[src/rtl/id_ex_stage.sv]
// ID/EX pipeline register with ALU-code decode and EX/MEM, MEM/WB operand forwarding.
// Latency: decode inputs appear on the outputs 1 cycle later; forwarding muxes are combinational.
// Backpressure: stall_i holds every registered field; flush_i (or an invalid load) inserts a bubble.
module id_ex_stage (
  input  logic        clk_i,
  input  logic        rst_i,
  input  logic        stall_i,
  input  logic        flush_i,
  input  logic        in_valid_i,
  input  logic [63:0] rs1_data_i,
  input  logic [63:0] rs2_data_i,
  input  logic [63:0] imm_i,
  input  logic [4:0]  rs1_addr_i,
  input  logic [4:0]  rs2_addr_i,
  input  logic [4:0]  rd_addr_i,
  input  logic [1:0]  alu_op_i,
  input  logic        alu_src_i,
  input  logic [2:0]  funct3_i,
  input  logic        instr30_i,
  input  logic        reg_write_i,
  input  logic        mem_read_i,
  input  logic        mem_write_i,
  input  logic [4:0]  exmem_rd_i,
  input  logic        exmem_reg_write_i,
  input  logic [63:0] exmem_result_i,
  input  logic [4:0]  memwb_rd_i,
  input  logic        memwb_reg_write_i,
  input  logic [63:0] memwb_result_i,
  output logic [63:0] src1_o,
  output logic [63:0] src2_o,
  output logic [3:0]  ctrl_o,
  output logic        valid_o,
  output logic        reg_write_o,
  output logic        mem_read_o,
  output logic        mem_write_o,
  output logic [4:0]  rd_addr_o,
  output logic [63:0] store_data_o
);

  logic        valid_q;
  logic [63:0] rs1_data_q;
  logic [63:0] rs2_data_q;
  logic [63:0] imm_q;
  logic [4:0]  rs1_addr_q;
  logic [4:0]  rs2_addr_q;
  logic [4:0]  rd_q;
  logic        alu_src_q;
  logic        reg_write_q;
  logic        mem_read_q;
  logic        mem_write_q;
  logic [3:0]  ctrl_q;

  logic [3:0]  ctrl_next;
  logic        bubble;
  logic [63:0] fwd_a;
  logic [63:0] fwd_b;

  // Decode ALU operation code from alu_op/funct3/instr30; unsupported combinations give 1111.
  always_comb begin
    ctrl_next = 4'b1111;
    case (alu_op_i)
      2'b00: ctrl_next = 4'b0010;
      2'b01: ctrl_next = 4'b0110;
      2'b10: begin
        case (funct3_i)
          3'b000:  ctrl_next = instr30_i ? 4'b0110 : 4'b0010;
          3'b111:  ctrl_next = 4'b0000;
          3'b110:  ctrl_next = 4'b0001;
          3'b010:  ctrl_next = 4'b0111;
          default: ctrl_next = 4'b1111;
        endcase
      end
      default: begin
        // I-type: instr30 is part of the immediate, so it never selects SUB here.
        case (funct3_i)
          3'b000:  ctrl_next = 4'b0010;
          3'b111:  ctrl_next = 4'b0000;
          3'b110:  ctrl_next = 4'b0001;
          3'b010:  ctrl_next = 4'b0111;
          default: ctrl_next = 4'b1111;
        endcase
      end
    endcase
  end

  // Reset, flush and an unstalled invalid load all clear the register to a bubble.
  assign bubble = rst_i || flush_i || (!stall_i && !in_valid_i);

  // Pipeline register: bubble has priority over stall, stall over load.
  always_ff @(posedge clk_i) begin
    if (bubble) begin
      valid_q     <= 1'b0;
      rs1_data_q  <= '0;
      rs2_data_q  <= '0;
      imm_q       <= '0;
      rs1_addr_q  <= '0;
      rs2_addr_q  <= '0;
      rd_q        <= '0;
      alu_src_q   <= 1'b0;
      reg_write_q <= 1'b0;
      mem_read_q  <= 1'b0;
      mem_write_q <= 1'b0;
      ctrl_q      <= '0;
    end else if (!stall_i) begin
      valid_q     <= 1'b1;
      rs1_data_q  <= rs1_data_i;
      rs2_data_q  <= rs2_data_i;
      imm_q       <= imm_i;
      rs1_addr_q  <= rs1_addr_i;
      rs2_addr_q  <= rs2_addr_i;
      rd_q        <= rd_addr_i;
      alu_src_q   <= alu_src_i;
      reg_write_q <= reg_write_i;
      mem_read_q  <= mem_read_i;
      mem_write_q <= mem_write_i;
      ctrl_q      <= ctrl_next;
    end
  end

  // Operand forwarding: the younger EX/MEM result wins over MEM/WB; x0 never forwards.
  always_comb begin
    fwd_a = rs1_data_q;
    fwd_b = rs2_data_q;
    if (valid_q) begin
      if (exmem_reg_write_i && (exmem_rd_i != 5'd0) && (exmem_rd_i == rs1_addr_q))
        fwd_a = exmem_result_i;
      else if (memwb_reg_write_i && (memwb_rd_i != 5'd0) && (memwb_rd_i == rs1_addr_q))
        fwd_a = memwb_result_i;
      if (exmem_reg_write_i && (exmem_rd_i != 5'd0) && (exmem_rd_i == rs2_addr_q))
        fwd_b = exmem_result_i;
      else if (memwb_reg_write_i && (memwb_rd_i != 5'd0) && (memwb_rd_i == rs2_addr_q))
        fwd_b = memwb_result_i;
    end
  end

  assign src1_o       = fwd_a;
  assign src2_o       = alu_src_q ? imm_q : fwd_b;
  assign store_data_o = fwd_b;
  assign ctrl_o       = ctrl_q;
  assign valid_o      = valid_q;
  assign rd_addr_o    = rd_q;
  assign reg_write_o  = reg_write_q && valid_q;
  assign mem_read_o   = mem_read_q && valid_q;
  assign mem_write_o  = mem_write_q && valid_q;

endmodule

[config.mk]
export PLATFORM = sky130hd
export DESIGN_NAME = id_ex_stage
export DESIGN_NICKNAME = d
export VERILOG_FILES = /design/src/rtl/id_ex_stage.sv
export SDC_FILE = /design/constraint.sdc
export NUM_CORES = 1
export LEC_CHECK = 0
export CAP_MARGIN = 20
export CORE_AREA = 8 8 217 219
export DETAILED_ROUTE_END_ITERATION = 6
export DIE_AREA = 0 0 225 227
export GPL_TIMING_DRIVEN = 0
export HOLD_SLACK_MARGIN = 0.1
export PLACE_DENSITY = 0.66
export RECOVER_POWER = 50
export SKIP_CTS_REPAIR_TIMING = 1
export SKIP_LAST_GASP = 1
export SYNTH_ARGS = -nofsm -noshare
export SYNTH_HDL_FRONTEND = slang
export SYNTH_SLANG_ARGS = --single-unit
[constraint.sdc]
create_clock -name clk_i -period 4.4 [get_ports clk_i]
set_input_delay 0.88 -clock clk_i [delete_from_list [all_inputs] [get_ports clk_i]]
set_output_delay 0.88 -clock clk_i [all_outputs]
set_load 0.005 [all_outputs]
Word-level counts from Yosys, hierarchy flattened
Cells that the tools add are included.
W data, S select, Z words.
- register bits: 216
- input bits: 362
- equal/unequal tests: 9
- mux-type cells: 11
- reduce and logical (&&, ||, !) cells: 18
- operators by type and width (operator ; number):
    $mux W64 ; 7
    $pmux W4 S4 ; 2
    $eq A5 B5 Y1 ; 4
    $pmux W4 S3 ; 1
    $logic_and A1 B1 Y1 ; 10
    $reduce_bool A5 Y1 ; 2
    $eq A3 B3 Y1 const B ; 2
    $eq A3 B2 Y1 const B ; 1
    $logic_not A3 Y1 ; 1
    $mux W3 ; 1
    $eq A2 B1 Y1 const B ; 1
    $eq A2 B2 Y1 const B ; 1
    $logic_not A1 Y1 ; 2
    $logic_not A2 Y1 ; 1
    $logic_or A1 B1 Y1 ; 2

Depth between registers and ports, before layout
Gate-level depths: netlist of run 1.
- depth in word-level cells: 7
- depth in mapped cells: 8
- gate-level depth less buffers: 6

Worst setup path after synthesis of run 1
Ideal clock, no wire load.
- kind: input-to-output
- start: input exmem_rd_i[1]
- end: output src2_o[10]
- arrival time: 2.352 ns
- path slack: 1.168 ns
- stages: 7
- buffers on the path: 2
- cell sequence: or4_1 > o21ai_2 > or4_4 > buf_6 > buf_6 > o22ai_2 > a221oi_2
- longest elaborated chain between the ends: 6
- RTL lines (item ; line ; RTL):
    from (decl) ; 23 ; input logic [4:0] exmem_rd_i,
    $reduce_bool A5 Y1 ; 129 ; if (exmem_reg_write_i && (exmem_rd_i != 5'd0) && (exmem_rd_i == rs2_addr_q))
    $logic_and A1 B1 Y1 ; 129 ;
    $logic_and A1 B1 Y1 (*) ; 129 ;
    $mux W64 (*) ; 129 ;
    $mux W64 (*) ; 124 ; if (valid_q) begin
    $mux W64 (*) ; 137 ; assign src2_o = alu_src_q ? imm_q : fwd_b;
    to (decl) ; 30 ; output logic [63:0] src2_o,
Every way passes the cells marked *; elsewhere a longest branch is shown, timed or not.

Worst setup path after layout of run 1
- start: input exmem_reg_write_i
- end: output src2_o[51]
- longest elaborated chain between the ends: 5
- RTL lines (item ; line ; RTL):
    from (decl) ; 24 ; input logic exmem_reg_write_i,
    $logic_and A1 B1 Y1 (2 in a row) ; 129 ;
    $mux W64 ; 129 ;
    $mux W64 ; 124 ;
    $mux W64 ; 137 ;
No other way between the ends.

==> flow_summary.ini, run 1 <==
[outcome]
outcome = finished with violations
violations = negative setup slack

[sta]
skew_ns = 0
rsz0062_at_grt = true
finalHoldViolations = 0
post-route-period-util_pct = 101
setup_ws_ns = -0.0404
setup_viol = 3
fin_crit_ns = 4.44
clock.fmax_ghz = 0.225
worstMarginPinSlew_ns = 1.16
max_slew_margin_pct = 21.5
drv_slew = 0

[power]
power.density_nw_per_um2 = 274
power_leakage_nw = 8.79
swShare_pct = 26.0
peakVddDrop_v = 0.000230
p_comb_share_pct = 19.2
clkPwrFrac_pct = 43.9
finalPower_w = 0.00555
switchingPower_w = 0.00144
seqPwrFrac_pct = 36.9
internal-power_w = 0.00411

[clock_tree]
cts_tree = done
cts_sinks = 216
htreeDepth = 1
clock_latency_ns = 0.56
numCtsBuffers = 27
clock-root-buffer = clkbuf_16
clk_pin_slew_worst_paths_ns = 0.06
clk_path_buf_depth = 3

[placed_design]
pre_cts_ws_ns = -0.927
globalplace.congestion = 0.937
dp_cells = 2571
dp_hpwl_um = 50200
port_buffers = 565

[detailed_routing]
vias_per_cell = 5.13
ant_nets = 0
drtIter0Drc = 838
drtPass1Iterations = 7
wl_um = 64100
wl_per_cell_um = 24.3
num_vias = 13516
drc = 0

[worst_setup_path]
endpoint_kind = primary output
ff2ff_setup_slack_ns = 2.36
critPathArrivalTime_ns = 3.56
cp.required_ns = 3.52
worstRegToRegCells = 4
crit_type = primary input to primary output
r2r_start = alu_src_q$_SDFFE_PP0N_
cp_max_fo = 10
r2r-end = alu_src_q$_SDFFE_PP0N_
cp-start-kind = primary input

[cells_and_area]
drive_above_1_share_pct = 14.1
final_common_cell = clkdlybuf4s50_1
nets = 2381
syn_to_final_growth_pct = 66.2
post-route-util_pct = 46.4
instances_no_fill = 2637
final_cell_mix = 491 x clkdlybuf4s50_1, 340 x nor2_1, 216 x dfxtp_1

[flow_run]
max_cap_viol_count = 0

[grt]
grt_max_degree = 14
grt.overflow.total = 0
grt_pass1_wl_um = 90500
antenna_found_initial = 8
grt.total_usage_pct = 23.3
first_global_vias = 13793

[synth]
syn_nets = 1774
syn_area_per_cell_um2 = 8.62
yosysUniqueCellTypes = 35
yosys_register_bits = 216
postSynthCellCount = 1412
ys_warn_count = 0
netlist_area_um2 = 12200
ys_seq_area_share_pct = 35.5

[min_path]
holdPathStages = 2
hold_end = ctrl_o[3]$_SDFFE_PP0N_
hold_start = ctrl_o[3]$_SDFFE_PP0N_
min_path_type = flop to flop

[die]
num_rows = 77
core_area_um2 = 43600
start_util_pct = 27.9
die_y_um = 227
io-pin-count = 567
die_x_um = 225
die_area_um2 = 51100
## synth_stat cells, drive strengths merged
cell type	n	area, um^2
a21oi	131	656
a221oi	64	936
a22oi	1	7.51
a311oi	1	8.76
a41oi	1	8.76
and2	3	18.8
buf	48	299
clkbuf	82	308
dfxtp	216	4320
inv	65	244
mux2i	211	2110
nand2	11	48.8
nand3	4	20.0
nand3b	1	7.51
nor2	345	1290
nor2b	2	12.5
nor3	64	601
nor4	4	31.3
o21a	2	15.0
o21ai	4	23.8
o22ai	128	988
or4	4	33.8
xnor2	13	114
xor2	7	61.3
## metal layers
layer | track usage (%) | part of all wire [%] | vias to the layer above
li1 | - | - | 6225
met1 | 27.0 | 39 | 6478
met2 | 40.8 | 49 | 678
met3 | 6.42 | 8.7 | 129
met4 | 8.36 | 3.8 | 6
met5 | 0 | 0.059 | -
## worst max-delay path, cell delays in order
cell             delay, ns
clkdlybuf4s50_1       0.51
o21ai_4               0.09
or4_4                 0.62
nand2_8               0.20
buf_4                 0.22
o22ai_1               0.15
a221oi_2              0.30
clkdlybuf4s50_1       0.56
## power by group through the flow
| stage | combinational, W | sequential (W) | clock (W) |
|---|---|---|---|
| floorplan | 0.000398 | 0.00208 | 0 |
| global placement | 0.00104 | 0.00209 | 0 |
| detailed placement | 0.00105 | 0.00209 | 0 |
| CTS | 0.00106 | 0.00205 | 0.00248 |
| global route | 0.00113 | 0.00205 | 0.00256 |
| finish | 0.00106 | 0.00205 | 0.00244 |
## metrics by stage
stage	setup TNS (ns)	cell area (um^2)	hold WS, ns
6_report	-0.105	20200	0.484
2_1_floorplan	0	12200	0.455
3_5_place_dp	-85.02	18600	0.480
3_3_place_gp	-84.69	18600	0.468
4_1_cts	-88.06	19600	0.488
5_1_grt	-0.577	20200	0.504
## worst max-delay path by stage
stage                         start    endpoint  cells past startpoint
2_1_floorplan         exmem_rd_i[1]  src2_o[10]                      7
3_3_place_gp          exmem_rd_i[0]  src1_o[43]                      9
3_5_place_dp          exmem_rd_i[0]  src1_o[43]                      9
4_1_cts               exmem_rd_i[0]  src1_o[43]                      9
5_1_grt        valid_o$_SDFFE_PP0N_  src2_o[53]                      6
6_report          exmem_reg_write_i  src2_o[51]                      8
## cells by family after synthesis
family                    count (synthesis)  synth area share, %
and+or+nand+nor                         438                 17.0
AOI/OAI and AO/OA                       332                 21.7
DFF                                     216                 35.5
muxes                                   211                 17.3
buffers and inverters                   195                 6.99
xor gates and xnor gates                 20                 1.44
## flip-flops by register name (all words and copies together), names as in the netlist
name,count
imm_q,64
rs1_data_q,64
rs2_data_q,64
rd_addr_o,5
rs1_addr_q,5
rs2_addr_q,5
ctrl_o,4
alu_src_q,1
mem_read_q,1
mem_write_q,1
reg_write_q,1
valid_o,1
## cell type report
cell class,instances,area [um^2]
Fill cell,4261,23400
Multi-Input combinational cell,1002,7170
Timing Repair Buffer,577,5970
Sequential cell,216,4320
Buffer,130,807
Clock buffer,35,756
Tap cell,592,741
Inverter,65,244
Clock inverter,14,204
Antenna cell,6,15.0
Power figures use the tool's default switching activity.
==> run 2: changes to the inputs <==
--- a/config.mk
+++ b/config.mk
@@ -6,12 +6,12 @@
 export NUM_CORES = 1
 export LEC_CHECK = 0
 export CAP_MARGIN = 20
-export CORE_AREA = 8 8 217 219
+export CORE_AREA = 2 2 224 226
 export DETAILED_ROUTE_END_ITERATION = 6
-export DIE_AREA = 0 0 225 227
+export DIE_AREA = 0 0 226 228
 export GPL_TIMING_DRIVEN = 0
-export HOLD_SLACK_MARGIN = 0.1
-export PLACE_DENSITY = 0.66
+export HOLD_SLACK_MARGIN = 0.15
+export PLACE_DENSITY = 0.61
 export RECOVER_POWER = 50
 export SKIP_CTS_REPAIR_TIMING = 1
 export SKIP_LAST_GASP = 1
==> run 2 against run 1 <==
Against the previous run: the run still ends with negative setup slack left; wire length decreased by 2.2%; flip-flop and latch count unchanged; first-iteration DRC count decreased by 17%; clock skew unchanged; die area increased by 0.89%; count of clock-buffer cells in the layout increased by 8; design area increased by 0.67%; clock power decreased by 7%; combinational power about the same; hold slack got worse by 0.011 ns; largest power group unchanged.
==> flow_summary.ini, run 2 (synthesis gave the netlist of run 1 again) <==
[worst_setup_path]
endpoint_kind = primary output
critPathMaxStageDelay_ns = 0.58
cpMaxStageDelayCell = clkdlybuf4s50_1
cp.required_ns = 3.52
cp-start-kind = primary input
cp_max_fo = 10
critPathArrivalTime_ns = 3.54
path_cells = dlymetal6s2s_1 -> or4_1 -> o21ai_2 -> or4_4 -> buf_8 -> buf_6 -> o22ai_1 -> a221oi_2 -> clkdlybuf4s50_1
ff2ff_setup_slack_ns = 2.32
crit_type = primary input to primary output

[clock_tree]
htreeDepth = 1
clock-root-buffer = clkbuf_16
clk_pin_slew_worst_paths_ns = 0.06
clock_latency_ns = 0.55
clk_path_buf_depth = 3
cts_tree = done
cts_sinks = 216
numCtsBuffers = 27

[sta]
setup_ws_ns = -0.0226
finalSetupTns_ns = -0.0395
skew_ns = 0
clock.fmax_ghz = 0.226
fin_crit_ns = 4.42
worstMarginPinSlew_ns = 1.05
rsz0062_at_grt = true
drv_slew = 0
finalHoldViolations = 0
max_slew_margin_pct = 30.0
setup_viol = 2
fin_hold_ws_ns = 0.473
post-route-period-util_pct = 101

[placed_design]
globalplace.congestion = 0.923
dp_cells = 2652
port_buffers = 565
dp_hpwl_um = 48500
placed_area_um2 = 18700

[power]
clkPwrFrac_pct = 42.1
switchingPower_w = 0.00143
seqPwrFrac_pct = 38.1
p_comb_share_pct = 19.8
power.density_nw_per_um2 = 264
finalPower_w = 0.00539
internal-power_w = 0.00396
swShare_pct = 26.5
power_leakage_nw = 9.00
peakVddDrop_v = 0.000218

[cells_and_area]
nets = 2388
instances_no_fill = 2722
final_common_cell = clkdlybuf4s50_1
final_cell_mix = 478 x clkdlybuf4s50_1, 337 x nor2_1, 216 x dfxtp_1
drive_above_1_share_pct = 14.4
syn_to_final_growth_pct = 67.3
stdcell_area_um2 = 20400
reg_top3 = imm_q (64), rs1_data_q (64), rs2_data_q (64)

[detailed_routing]
drtPass1Iterations = 5
vias_per_cell = 4.95
drtIter0Drc = 698
wl_um = 62600
ant_nets = 0
drc = 0
wl_per_cell_um = 23.0
num_vias = 13475

[flow_run]
max_cap_viol_count = 0

[min_path]
min_path_type = flop to flop

[outcome]
violations = negative setup slack
outcome = finished with violations

[die]
core_area_um2 = 49300
die_y_um = 228
die_area_um2 = 51500
num_rows = 82
io-pin-count = 567
die_x_um = 226
start_util_pct = 24.7

[grt]
grt.overflow.total = 0
first_global_vias = 13823
antenna_found_initial = 5
grt.total_usage_pct = 22.8
grt_max_degree = 13
grt_pass1_wl_um = 88200
[run 2: path summary, 6_finish.rpt]
path	start	endpoint	cells past startpoint
worst max-delay path	exmem_rd_i[1]	src2_o[45]	9
worst min-delay path	ctrl_o[3]$_SDFFE_PP0N_	ctrl_o[3]$_SDFFE_PP0N_	2
worst max register to register	alu_src_q$_SDFFE_PP0N_	alu_src_q$_SDFFE_PP0N_	4
worst min register to register	ctrl_o[3]$_SDFFE_PP0N_	ctrl_o[3]$_SDFFE_PP0N_	2
[run 2: power by group through the flow]
| stage | Sequential (W) | Clock, W | Combinational, W |
|---|---|---|---|
| after floorplan | 0.00208 | 0 | 0.000398 |
| after global placement | 0.00209 | 0 | 0.00104 |
| after detailed placement | 0.00209 | 0 | 0.00105 |
| after CTS | 0.00205 | 0.00232 | 0.00106 |
| after global routing | 0.00206 | 0.00238 | 0.00114 |
| final | 0.00205 | 0.00227 | 0.00107 |
[run 2: layer usage]
metal	wire length (um)	share of wire [%]	GRT usage [%]	up-vias
li1	-	-	-	6254
met4	2190	3.5	7.51	4
met1	24900	40	26.6	6525
met2	30400	49	40.5	574
met3	5030	8.0	5.67	118
met5	23	0.037	0	-
[run 2: critical path, delay by kind of cell]
family                 cells  cell delay, ns
buffers and inverters      4            1.14
AND/OR/NAND/NOR            2            0.80
AO/OA/AOI/OAI              3            0.70
[run 2: final cells by class]
class                      instances  area [um^2]
antenna                            4         10.0
buffer                           130          792
clock buffer                      43          796
clock inverter                     6         87.6
fill                            4950        29000
inverter                          65          244
multi-input combinational       1002         7190
sequential                       216         4320
tap                              672          841
timing repair buffer             584         6080
[run 2: through the flow]
stage | util (%) | setup WS [ns]
final | 41.3 | -0.0226
after global routing | 41.3 | -0.0994
after CTS | 39.7 | -1.01
after detailed placement | 37.9 | -0.994
after global placement | 37.8 | -0.887
after floorplan | - | 1.17
==> run 3: changes to the inputs <==
--- a/config.mk
+++ b/config.mk
@@ -7,6 +7,7 @@
 export LEC_CHECK = 0
 export CAP_MARGIN = 20
 export CORE_AREA = 2 2 224 226
+export CTS_BUF_LIST = sky130_fd_sc_hd__clkbuf_16
 export DETAILED_ROUTE_END_ITERATION = 6
 export DIE_AREA = 0 0 226 228
 export GPL_TIMING_DRIVEN = 0
==> run 3 against run 2 <==
Against the previous run: the flow now finishes without violations; die area is the same; worst setup slack gained 0.023 ns; flip-flop and latch count is the same; clock skew is the same; design area shrank 0.30%; global-route usage is essentially flat; combinational power is essentially flat; fmax grew 0.52%; critical path depth is the same; sequential power is essentially flat; highest routed layer unchanged.
==> flow_summary.ini, run 3 (synthesis gave the netlist of run 1 again) <==
[outcome]
outcome = finished clean

[worst_setup_path]
critPathMaxStageDelay_ns = 0.59
critPathBufInv = 4
critical_path.top_delay_family = buffers and inverters
cp-start-kind = primary input
cpMaxStageDelayCell = clkdlybuf4s50_1
cp.required_ns = 3.52
endpoint_kind = primary output
path_cells = dlymetal6s2s_1 -> or4_1 -> o21ai_2 -> or4_4 -> buf_8 -> buf_6 -> o22ai_1 -> a221oi_2 -> clkdlybuf4s50_1
crit_type = primary input to primary output
cp_max_fo = 10
critPathArrivalTime_ns = 3.52
ff2ff_setup_slack_ns = 2.32

[cells_and_area]
nets = 2388
final_common_cell = clkdlybuf4s50_1
filler_cell_count = 4960
post-route-util_pct = 41.1
syn_to_final_growth_pct = 66.8
instances_no_fill = 2722
drive_above_1_share_pct = 14.1
seq_area_um2 = 4320
reg_top3 = imm_q (64), rs1_data_q (64), rs2_data_q (64)
stdcell_area_um2 = 20300
multi_input_area_um2 = 7190
final_cell_mix = 478 x clkdlybuf4s50_1, 337 x nor2_1, 216 x dfxtp_1

[detailed_routing]
num_vias = 13458
drtPass1Iterations = 5
drc = 0
wl_per_cell_um = 23.0
ant_nets = 0
wl_um = 62600
drtIter0Drc = 765
vias_per_cell = 4.94

[clock_tree]
htreeDepth = 1
cts_sinks = 216
clk_path_buf_depth = 3
clock-root-buffer = clkbuf_16
numCtsBuffers = 27
clock_latency_ns = 0.54
clk_pin_slew_worst_paths_ns = 0.06
cts_tree = done

[power]
power.density_nw_per_um2 = 259
swShare_pct = 27.1
p_comb_share_pct = 20.3
seqPwrFrac_pct = 39.0
peakVddDrop_v = 0.000217
internal-power_w = 0.00383
clkPwrFrac_pct = 40.7
switchingPower_w = 0.00143
power_leakage_nw = 9.01

[placed_design]
dp_hpwl_um = 48500
dp_cells = 2652
globalplace.congestion = 0.923
placed_area_um2 = 18700
port_buffers = 565

[sta]
fin_hold_ws_ns = 0.472
post-route-period-util_pct = 100
clock.fmax_ghz = 0.227
skew_ns = 0
drv_slew = 0
setup_viol = 0
finalHoldViolations = 0
max_slew_margin_pct = 28.6
worstMarginPinSlew_ns = 1.07
fin_crit_ns = 4.40
rsz0062_at_grt = true

[grt]
grt_max_degree = 13
grtUsageMet1_pct = 26.6
grt_pass1_wl_um = 88100
grt_use_met2_pct = 40.5
busiest_layer = met2
grt.overflow.total = 0
met3_usage_pct = 5.63
first_global_vias = 13804
grt.total_usage_pct = 22.8
antenna_found_initial = 5

[flow_run]
max_cap_viol_count = 0

[die]
die_area_um2 = 51500
io-pin-count = 567
die_y_um = 228
core_area_um2 = 49300
start_util_pct = 24.7
num_rows = 82
die_x_um = 226

[min_path]
min_path_type = flop to flop
-- run 3: changes by cell type in the layout (fill, tap and decap cells not counted) --
cell      delta
inv_1       +10
clkbuf_1    -10
clkinv_1     +6
clkbuf_8     -6
-- run 3: metal layers --
layer	share of wire (%)	routed length, um
met5	0.037	23
met4	3.3	2060
met1	39	24700
met3	8.2	5150
met2	49	30600
-- run 3: worst paths after layout --
kind / from / endpoint / cells past startpoint
worst max register to register: alu_src_q$_SDFFE_PP0N_ / alu_src_q$_SDFFE_PP0N_ / 4
worst min-delay path: ctrl_o[3]$_SDFFE_PP0N_ / ctrl_o[3]$_SDFFE_PP0N_ / 2
worst min register to register: ctrl_o[3]$_SDFFE_PP0N_ / ctrl_o[3]$_SDFFE_PP0N_ / 2
worst max-delay path: exmem_rd_i[1] / src2_o[45] / 9
-- run 3: metrics by stage --
stage	worst slack [ns]	total power [W]	TNS [ns]
2_1_floorplan	1.17	0.00248	0
3_3_place_gp	-0.887	0.00313	-83.38
3_5_place_dp	-0.994	0.00315	-87.86
4_1_cts	-1.01	0.00530	-89.53
5_1_grt	-0.0994	0.00544	-1.63
6_report	0.000125	0.00526	0
-- run 3: layout make-up --
type	count	area share, %
Inverter	65	1.20
Clock inverter	22	0.727
Multi-Input combinational cell	1002	35.4
Sequential cell	216	21.3
Tap cell	672	4.14
Buffer	130	3.90
Timing Repair Buffer	584	29.9
Antenna cell	4	0.0493
Clock buffer	27	3.33
-- run 3: power by group through the flow --
stage          clock network (W)  logic (W)  registers, W
3_5_place_dp                   0    0.00105       0.00209
5_1_grt                  0.00225    0.00114       0.00206
4_1_cts                  0.00219    0.00106       0.00205
2_1_floorplan                  0   0.000398       0.00208
6_report                 0.00214    0.00107       0.00205
3_3_place_gp                   0    0.00104       0.00209
-- run 3: worst min-delay path, cell delays in order, from the launching register on --
cell and delay (ns):
dfxtp_1 0.31, nand2_1 0.06, a21oi_1 0.06
